## src/rtl/pedestrian_light.sv

```systemverilog
// Purpose : pedestrian-side requester/observer for the car light controller.
//           Debounces the push-button, pulses BTN_REQ, grants walk only while cars
//           are held at red, and latches a sticky FAULT if red is lost mid-walk.
// Latency : stable BTN_RAW rise -> BTN_REQ high after DEBOUNCE_CYCLES+3 edges.
// Backpr. : none; presses arriving outside IDLE are dropped, not queued.
//
// Ports:
//   CLK      system clock
//   RESN     asynchronous active-low reset
//   BTN_RAW  raw bouncy button, asynchronous to CLK
//   RGB_CAR  car light {R,G,B}; 3'b100 is red
//   BTN_REQ  request pulse into the car controller's BTN input
//   PED_RG   pedestrian light {red,green}: 2'b10 stop, 2'b01 walk
//   WAIT_LED request registered and not yet served
//   FAULT    sticky: car light left red during walk
//
// Optional build macro PED_FLASH_EN: green blinks during the last FLASH_CYCLES
// of walk, toggling every BLINK_HALF cycles and starting with green off.
module pedestrian_light #(
  parameter logic [31:0] DEBOUNCE_CYCLES = 32'd20,
  parameter logic [31:0] REQ_CYCLES      = 32'd3,
  parameter logic [31:0] CLEAR_CYCLES    = 32'd10,
  parameter logic [31:0] WALK_CYCLES     = 32'd40,
  parameter logic [31:0] FLASH_CYCLES    = 32'd12,
  parameter logic [31:0] BLINK_HALF      = 32'd2
) (
  input  logic       CLK,
  input  logic       RESN,
  input  logic       BTN_RAW,
  input  logic [2:0] RGB_CAR,
  output logic       BTN_REQ,
  output logic [1:0] PED_RG,
  output logic       WAIT_LED,
  output logic       FAULT
);

  typedef enum logic [2:0] {
    IDLE     = 3'd0,
    REQ      = 3'd1,
    WAIT_RED = 3'd2,
    CLEAR    = 3'd3,
    WALK     = 3'd4,
    EXIT     = 3'd5
  } state_t;

  // Blink configuration is checked in every build so a bad parameter set is
  // caught before anyone turns the flash option on.
  if (FLASH_CYCLES > WALK_CYCLES || BLINK_HALF == 32'd0) begin : g_bad_flash_cfg
    $error("pedestrian_light: need FLASH_CYCLES <= WALK_CYCLES and BLINK_HALF > 0");
  end

`ifdef PED_FLASH_EN
  // Walk cycle index at which blinking starts; when it is 0 green starts off.
  localparam logic [31:0] FLASH_START      = WALK_CYCLES - FLASH_CYCLES;
  localparam logic        WALK_START_GREEN = (FLASH_START != 32'd0);
`else
  localparam logic        WALK_START_GREEN = 1'b1;
`endif

  function automatic logic [31:0] sat_inc(input logic [31:0] v);
    return (v == 32'hFFFF_FFFF) ? v : v + 32'd1;
  endfunction

  logic        sync1, sync2;
  logic        deb, deb_d;
  logic [31:0] deb_cnt;
  logic [31:0] deb_cnt_inc;
  logic        press;

  state_t      state;
  logic [31:0] cnt;
  logic [31:0] cnt_inc;
  logic        car_red;
`ifdef PED_FLASH_EN
  logic [31:0] blink_cnt;
`endif

  assign deb_cnt_inc = sat_inc(deb_cnt);
  assign cnt_inc     = sat_inc(cnt);
  assign car_red     = (RGB_CAR == 3'b100);
  // deb_d lags deb by one edge, so this is high for the single cycle after
  // the debounced level rises.
  assign press       = deb & ~deb_d;

  // Button path: 2-flop synchronizer followed by a run-length debouncer.
  always_ff @(posedge CLK or negedge RESN) begin
    if (!RESN) begin
      sync1   <= 1'b0;
      sync2   <= 1'b0;
      deb     <= 1'b0;
      deb_d   <= 1'b0;
      deb_cnt <= '0;
    end else begin
      sync1 <= BTN_RAW;
      sync2 <= sync1;
      deb_d <= deb;
      if (sync2 != deb) begin
        deb_cnt <= deb_cnt_inc;
        if (deb_cnt_inc >= DEBOUNCE_CYCLES) begin
          deb <= ~deb;
        end
      end else begin
        deb_cnt <= '0;
      end
    end
  end

  // Request / crossing sequencer with registered outputs.
  always_ff @(posedge CLK or negedge RESN) begin
    if (!RESN) begin
      state     <= IDLE;
      cnt       <= '0;
      BTN_REQ   <= 1'b0;
      PED_RG    <= 2'b10;
      WAIT_LED  <= 1'b0;
      FAULT     <= 1'b0;
`ifdef PED_FLASH_EN
      blink_cnt <= '0;
`endif
    end else begin
`ifdef PED_FLASH_EN
      // Preloaded so a blink window that covers the whole walk starts cleanly.
      if (state != WALK) begin
        blink_cnt <= 32'd1;
      end
`endif
      unique case (state)
        IDLE: begin
          PED_RG <= 2'b10;
          if (press) begin
            state    <= REQ;
            BTN_REQ  <= 1'b1;
            WAIT_LED <= 1'b1;
            cnt      <= '0;
          end
        end

        REQ: begin
          if (cnt_inc >= REQ_CYCLES) begin
            BTN_REQ <= 1'b0;
            state   <= WAIT_RED;
            cnt     <= '0;
          end else begin
            cnt <= cnt_inc;
          end
        end

        // The red sample that leaves WAIT_RED is the first clearance cycle.
        WAIT_RED: begin
          if (car_red) begin
            if (CLEAR_CYCLES <= 32'd1) begin
              state    <= WALK;
              PED_RG   <= {1'b0, WALK_START_GREEN};
              WAIT_LED <= 1'b0;
              cnt      <= '0;
            end else begin
              state <= CLEAR;
              cnt   <= 32'd1;
            end
          end
        end

        CLEAR: begin
          if (!car_red) begin
            state <= WAIT_RED;
            cnt   <= '0;
          end else if (cnt_inc >= CLEAR_CYCLES) begin
            state    <= WALK;
            PED_RG   <= {1'b0, WALK_START_GREEN};
            WAIT_LED <= 1'b0;
            cnt      <= '0;
          end else begin
            cnt <= cnt_inc;
          end
        end

        // cnt holds the index of the current walk cycle.
        WALK: begin
          if (!car_red) begin
            FAULT  <= 1'b1;
            PED_RG <= 2'b10;
            state  <= EXIT;
            cnt    <= '0;
          end else if (cnt_inc >= WALK_CYCLES) begin
            PED_RG <= 2'b10;
            state  <= EXIT;
            cnt    <= '0;
          end else begin
            cnt <= cnt_inc;
`ifdef PED_FLASH_EN
            if (cnt_inc == FLASH_START) begin
              PED_RG    <= 2'b00;
              blink_cnt <= 32'd1;
            end else if (cnt_inc > FLASH_START) begin
              if (blink_cnt >= BLINK_HALF) begin
                PED_RG[0] <= ~PED_RG[0];
                blink_cnt <= 32'd1;
              end else begin
                blink_cnt <= sat_inc(blink_cnt);
              end
            end
`endif
          end
        end

        // Hold until the car light leaves red so one red phase serves one request.
        EXIT: begin
          PED_RG <= 2'b10;
          if (!car_red) begin
            state <= IDLE;
          end
        end

        default: begin
          state  <= IDLE;
          PED_RG <= 2'b10;
        end
      endcase
    end
  end

endmodule

```

## config.mk

```make
export PLATFORM = sky130hd
export DESIGN_NAME = pedestrian_light
export DESIGN_NICKNAME = d
export VERILOG_FILES = /design/src/rtl/pedestrian_light.sv
export SDC_FILE = /design/constraint.sdc
export NUM_CORES = 1
export LEC_CHECK = 0
export ABC_CLOCK_PERIOD_IN_PS = 3500
export BUFFER_PORTS_ARGS = -buffer_cell sky130_fd_sc_hd__buf_4
export CORE_MARGIN = 8
export CORE_UTILIZATION = 40
export DETAILED_ROUTE_END_ITERATION = 12
export REMOVE_ABC_BUFFERS = 1
export SLEW_MARGIN = 25
export SYNTH_ARGS = -nofsm -noshare
export SYNTH_HDL_FRONTEND = slang
export SYNTH_SLANG_ARGS = --single-unit
```

## constraint.sdc

```tcl
create_clock -name CLK -period 3.5 [get_ports CLK]
set_input_delay 0.7 -clock CLK [delete_from_list [all_inputs] [get_ports CLK]]
set_output_delay 0.7 -clock CLK [all_outputs]
set_load 0.1 [all_outputs]
```

==> results of run 1 <==
[layer usage]
| layer | vias up | share of wire (%) |
|---|---|---|
| met5 | - | 0 |
| met1 | 2116 | 48 |
| met2 | 93 | 47 |
| met4 | 0 | 1.7 |
| met3 | 18 | 3.6 |
| li1 | 2134 | - |
[flip-flops by register name, indices dropped and copies added (netlist names)]
| signal | cells |
|---|---|
| state | 3 |
| deb_cnt | 32 |
| BTN_REQ | 1 |
| WAIT_LED | 1 |
| sync1 | 1 |
| deb | 1 |
| PED_RG | 2 |
| cnt | 32 |
| sync2 | 1 |
| deb_d | 1 |
| FAULT | 1 |
[layout by cell type (no fill, tap or decap), types with 19 or more instances in the layout]
cell type  instances
dfrtp_1           75
nor2_1            61
nand2_1           38
and2_1            35
nand3_1           31
buf_4             25
nand4_1           23
nor3_1            21
o21ai_0           21
xor2_1            19
[cell usage after synthesis, types with 5 or more instances]
| master | number | area share, % |
|---|---|---|
| nor3b_1 | 6 | 0.91 |
| or3_1 | 12 | 1.5 |
| a31o_2 | 5 | 0.89 |
| nor4_1 | 10 | 1.3 |
| inv_1 | 6 | 0.46 |
| nor3_1 | 21 | 2.1 |
| clkbuf_1 | 22 | 1.7 |
| and4_1 | 9 | 1.6 |
| nor2_1 | 61 | 4.6 |
| a21oi_1 | 17 | 1.7 |
| buf_2 | 12 | 1.2 |
| xnor2_1 | 16 | 2.8 |
| xor2_1 | 19 | 3.4 |
| o21ai_0 | 22 | 2.2 |
| and2_1 | 35 | 4.4 |
| nor2b_1 | 6 | 0.76 |
| and3_1 | 14 | 1.8 |
| nand4_1 | 23 | 2.9 |
| o211ai_1 | 5 | 0.76 |
| dfrtp_1 | 75 | 38 |
| nand3_1 | 31 | 3.1 |
| a31oi_1 | 14 | 1.8 |
| nand2_1 | 38 | 2.9 |
[through the flow]
step	hold WS (ns)	worst slack, ns	utilization [%]	area [um^2]	total power [uW]
floorplan	0.3312	0.3789	-	4771	998.6
global placement	0.3313	0.2380	42.98	5184	1056
detailed placement	0.3386	0.2010	42.98	5184	1060
CTS	0.3616	0.1903	45.29	5463	1941
global route	0.3657	0.03341	45.37	5473	1995
finish	0.3591	0.2097	45.37	5473	1914
[cell type report]
class / count / share of cell area [%]
multi-input combinational: 449 / 52.24
sequential: 76 / 34.77
clock buffer: 10 / 4.367
tap: 168 / 3.841
timing repair buffer: 26 / 3.635
clock inverter: 6 / 0.7316
inverter: 6 / 0.4115
[repair_timing]
item | 4_1_cts | 5_1_grt
endpoints found under the hold margin | 0 | 0
resized for setup | 0 | 1
endpoints found under the setup margin | 0 | 1
[worst min-delay path by stage]
stage | start | to | slack (ns) | depth (start not counted)
floorplan | sync1$_DFF_PN0_ | sync2$_DFF_PN0_ | 0.33 | 0
global placement | sync1$_DFF_PN0_ | sync2$_DFF_PN0_ | 0.33 | 0
detailed placement | sync1$_DFF_PN0_ | sync2$_DFF_PN0_ | 0.34 | 0
CTS | sync1$_DFF_PN0_ | sync2$_DFF_PN0_ | 0.36 | 0
global route | sync1$_DFF_PN0_ | sync2$_DFF_PN0_ | 0.37 | 0
finish | RESN | cnt[19]$_DFFE_PN0P_ | 0.36 | 1
[where the power goes]
| group | switching (uW) | internal (uW) |
|---|---|---|
| combinational | 83.5 | 36.6 |
| sequential | 30.1 | 893 |
| clock | 373 | 497 |
[logic make-up after synthesis]
family                     after synthesis
and+or+nand+nor                        285
AOI/OAI and AO/OA                      122
DFF                                     76
buffers and inverters                   45
xor gates and xnor gates                35
muxes                                    5
adders and majority gates                2
[worst max-delay path, delay by kind of cell (launching register included)]
| family | cells | cell delay (ns) |
|---|---|---|
| adders and majority gates | 1 | 0.23 |
| DFF | 1 | 0.50 |
| AOI/OAI and AO/OA | 2 | 0.57 |
| and+or+nand+nor | 5 | 1.71 |
| xor gates and xnor gates | 1 | 0.16 |
==> flow_metrics.py, run 1 <==
metrics = {
    "status": {
        "outcome": "finished clean",
    },
    "critical_path": {
        "r2r_slack_ns": 0.21,
        "worstSetupPathType": "register to register",
        "max_stage_delay_ns": 0.54,
        "worst_r2r_endpoint": "PED_RG[0]$_DFFE_PN0P_",
        "worst_setup_path_start_kind": "register",
        "worstSetupEndpoint": "PED_RG[0]$_DFFE_PN0P_",
        "regToRegStartpoint": "cnt[0]$_DFFE_PN0P_",
        "crit_chain": "ha_1 -> nand4_1 -> or3_1 -> nor4_1 -> xnor2_1 -> nand4b_1 -> nor4b_4 -> a311oi_2 -> a311o_1",
        "crit_fanout": 9,
        "worstPathRequired_ns": 3.72,
        "rr_worst_depth": 9,
        "worstPathArrival_ns": 3.51,
        "crit_start": "cnt[0]$_DFFE_PN0P_",
        "slowest_stage": "or3_1",
        "cp-end-kind": "register",
    },
    "pwr": {
        "max-vdd-ir-drop_uv": 240.8,
        "p_leak_uw": 0.002221,
        "power_density_nw_per_um2": 349.7,
    },
    "sta": {
        "skew_ns": 0.01014,
        "max_freq_mhz": 303.9,
        "hold_violations": 0,
        "grt_setup_unrepaired": "false",
        "maxSlewHeadroom_pct": 52.84,
        "period_needed_ns": 3.290,
        "setup_viol": 0,
        "setup_tns_ns": 0,
        "final_max_slew_viol_count": 0,
        "fin_crit_sh_pct": 94.01,
        "tightest_slew_ns": 0.7039,
    },
    "run": {
        "cap_violations": 0,
    },
    "clocking": {
        "ctsRootBufferMaster": "clkbuf_16",
        "cts.sinks": 76,
        "cts_tree": "done",
        "cts_buffers": 9,
        "cts_setup_buffers": 0,
        "cts_buffer_depth": 2,
        "clkSlewWorstSetupHoldPaths_ns": 0.06,
        "cts_hold_buf": 0,
        "htreeDepth": 3,
        "clock_latency_ns": 0.34,
    },
    "global_route": {
        "grt_antenna_before_repair": 0,
        "use_met3_pct": 3.702,
        "grt-ovfl-total": 0,
        "grt-busiest-layer": "met2",
        "grt_max_degree": 77,
        "grt_usage_pct": 15.52,
        "met1_usage_pct": 20.20,
        "grt_pass1_vias": 4052,
        "met2_usage_pct": 24.31,
        "grt_pass1_wl_um": 20440,
    },
    "layout": {
        "multi_input_area_um2": 2859,
        "fill_cells": 1159,
        "antenna_cells": 0,
        "synthToLayoutAreaGrowth_pct": 10.73,
        "final_cell_count_no_fill": 741,
        "seq_area_um2": 1903,
        "drive_gt1_share_pct": 11.34,
        "fin_nets": 576,
    },
    "synth": {
        "synthDistinctLibCells": 72,
        "synthArstFlopShare_pct": 100.0,
        "synth_warnings": 0,
        "yosys.area_share.adder_pct": 0.5063,
        "synth.avg_cell_area_um2": 8.671,
        "ys.flop_type": "dfrtp_1",
        "synthCells": 570,
        "synth_mux_area_share_pct": 1.063,
        "synth_xor_area_share_pct": 6.203,
        "synth_top_family_by_area": "simple AND/OR/NAND/NOR gates",
        "syn-cell-area_um2": 4942,
        "synth_simple_gate_area_share_pct": 31.62,
        "yosysSeqAreaShare_pct": 38.51,
        "ys_ff_latch": 76,
        "synth_compound_area_share_pct": 18.18,
        "synth_edf_count": 0,
    },
    "floorplanning": {
        "start_util_pct": 40.98,
        "die_area_um2": 16170,
        "rows": 40,
        "core_area_um2": 12060,
        "die_y_um": 127.2,
        "die_width_um": 127.2,
        "io_pins": 11,
    },
    "routing": {
        "drtIter0Drc": 359,
        "drtPass1Iterations": 4,
        "wl_um": 11880,
        "drc": 0,
        "via_count": 4361,
        "post_drt_wl_per_cell_um": 16.03,
        "via_per_inst": 5.885,
        "ant_nets": 0,
    },
    "placement": {
        "portBuffers": 10,
        "gp_congestion": 0.9500,
        "dp_hpwl_um": 8565,
        "placedCellCount": 725,
    },
    "hold_path": {
        "hp-class": "input pin to asynchronous set/reset pin",
    },
}
No activity file was read; power rests on OpenSTA's default activity.
==> inputs of run 2 (changes only) <==
Settings changed: ABC_CLOCK_PERIOD_IN_PS 3500 to 3200.
Clock period 3.5 ns to 3.2 ns, I/O delays scaled along.
==> run 2 against run 1 <==
Compared with the run above: die area unchanged; worst hold slack worse by 0.059 ns; via count up 1.1%; cell count up 4.0%; fmax up 10%; setup slack better by 0.0028 ns; combinational power up 15%; global-route usage up 0.24 points.
==> flow_metrics.py, run 2 (synthesized netlist as in run 1, its figures left out) <==
metrics = {
    "sta": {
        "max_freq_mhz": 334.7,
        "fin_ws_ns": 0.2125,
        "grt_setup_unrepaired": "false",
        "skew_ns": 0.01106,
        "setup_viol": 0,
        "fin_crit_sh_pct": 93.36,
        "fin_hold_ws_ns": 0.3006,
        "final_max_slew_viol_count": 0,
        "hold_violations": 0,
        "maxSlewHeadroom_pct": 50.42,
        "tightest_slew_ns": 0.7369,
        "period_needed_ns": 2.988,
        "setup_tns_ns": 0,
    },
    "layout": {
        "layout_common_cells": "74 x dfrtp_1, 61 x nor2_1, 55 x buf_4",
        "final_common_cell": "dfrtp_1",
        "postLayoutCellArea_um2": 5808,
        "drive_gt1_share_pct": 16.09,
        "antenna_cells": 0,
        "fin_nets": 606,
        "synthToLayoutAreaGrowth_pct": 17.52,
        "fill_cells": 1126,
        "reg_top3": "cnt: 32 flops, deb_cnt: 32 flops, state: 3 flops",
    },
    "critical_path": {
        "worst_setup_path_start_kind": "register",
        "worstPathArrival_ns": 3.22,
        "crit_fanout": 8,
        "worstSetupPathType": "register to register",
        "worstPathRequired_ns": 3.43,
        "cp-end-kind": "register",
    },
    "placement": {
        "dp_hpwl_um": 8749,
        "pre_cts_ws_ns": 0.09305,
        "gp_congestion": 0.9145,
        "placed_area_um2": 5409,
        "portBuffers": 10,
    },
    "clocking": {
        "clock_latency_ns": 0.35,
        "cts_buffers": 9,
        "cts_tree": "done",
        "clkSlewWorstSetupHoldPaths_ns": 0.06,
        "cts_buffer_depth": 2,
        "cts.sinks": 76,
        "htreeDepth": 3,
        "ctsRootBufferMaster": "clkbuf_16",
    },
    "pwr": {
        "p_leak_uw": 0.002404,
        "power_density_nw_per_um2": 415.7,
        "max-vdd-ir-drop_uv": 294.4,
    },
    "routing": {
        "post_drt_wl_per_cell_um": 15.93,
        "via_count": 4409,
        "drtIter0Drc": 384,
        "drc": 0,
        "ant_nets": 0,
        "wl_um": 12280,
        "via_per_inst": 5.719,
        "drtPass1Iterations": 5,
    },
    "floorplanning": {
        "rows": 40,
        "die_width_um": 127.2,
        "io_pins": 11,
        "die_y_um": 127.2,
        "die_area_um2": 16170,
        "core_area_um2": 12060,
        "start_util_pct": 40.98,
    },
    "global_route": {
        "grt_pass1_vias": 4185,
        "grt_max_degree": 77,
        "grt_antenna_before_repair": 0,
        "grt_pass1_wl_um": 20870,
        "grt-ovfl-total": 0,
        "grt_usage_pct": 15.76,
    },
    "status": {
        "outcome": "finished clean",
    },
    "hold_path": {
        "hp-class": "input pin to asynchronous set/reset pin",
    },
    "run": {
        "cap_violations": 0,
    },
}
[run 2: cell count changes in the layout (fill, tap and decap cells not counted), moves of 2 or more]
cell       before  now
buf_4          25   55
bufinv_16       0    4
clkinv_2        3    0
nor4_1         10    8
nor4_2          1    3
[run 2: final cells by class]
cell class,instances,area (um^2),area share [%]
Clock inverter,6,136.4,2.348
Multi-Input combinational cell,449,2882,49.61
Timing Repair Buffer,56,424.2,7.303
Inverter,6,22.52,0.3878
Tap cell,168,210.2,3.619
Sequential cell,76,1904,32.79
Clock buffer,10,229.0,3.942
[run 2: worst max-delay path, cell delays in order, from the launching register on]
cell      delay [ns]
dfrtp_1         0.50
nand4_1         0.32
or2_2           0.44
nor4_2          0.42
or4b_2          0.23
nor3b_1         0.21
o2111a_1        0.22
and4_1          0.21
mux2_2          0.33
[run 2: routing by layer]
layer	track usage (%)	wire, um	vias up
met5	0	0	-
met4	7.768	299	0
met3	3.245	483	24
met2	24.75	5699	98
met1	20.24	5800	2092
li1	-	-	2195
[run 2: timing repair]
item	CTS	global route
hold buffers	0	0
resized for setup	0	6
setup endpoints to repair	0	7
setup buffers	0	0
[run 2: stage by stage]
| stage | utilization, % | cells | total power, uW |
|---|---|---|---|
| floorplan | - | 531 | 1092 |
| global placement | 44.84 | 755 | 1159 |
| CTS | 47.87 | 771 | 2443 |
| finish | 48.15 | 771 | 2414 |
| global route | 48.15 | 771 | 2506 |
| detailed placement | 44.84 | 755 | 1161 |
[run 2: power by group]
| group | internal [uW] | switching (uW) | total, uW |
|---|---|---|---|
| Combinational | 43.3 | 94.2 | 138 |
| Clock | 843 | 430 | 1270 |
| Sequential | 977 | 26.7 | 1000 |
| Total | 1860 | 551 | 2410 |
[run 2: final timing paths]
path	from	endpoint	slack (ns)	depth (start not counted)
setup / recovery	deb_cnt[10]$_DFF_PN0_	deb$_DFFE_PN0P_	0.21	8
hold / removal	RESN	cnt[21]$_DFFE_PN0P_	0.30	1
setup reg to reg	deb_cnt[10]$_DFF_PN0_	deb$_DFFE_PN0P_	0.21	8
hold reg to reg	sync1$_DFF_PN0_	sync2$_DFF_PN0_	0.34	0
max in group asynchronous	RESN	cnt[2]$_DFFE_PN0P_	2.37	1
min in group CLK	sync1$_DFF_PN0_	sync2$_DFF_PN0_	0.34	0
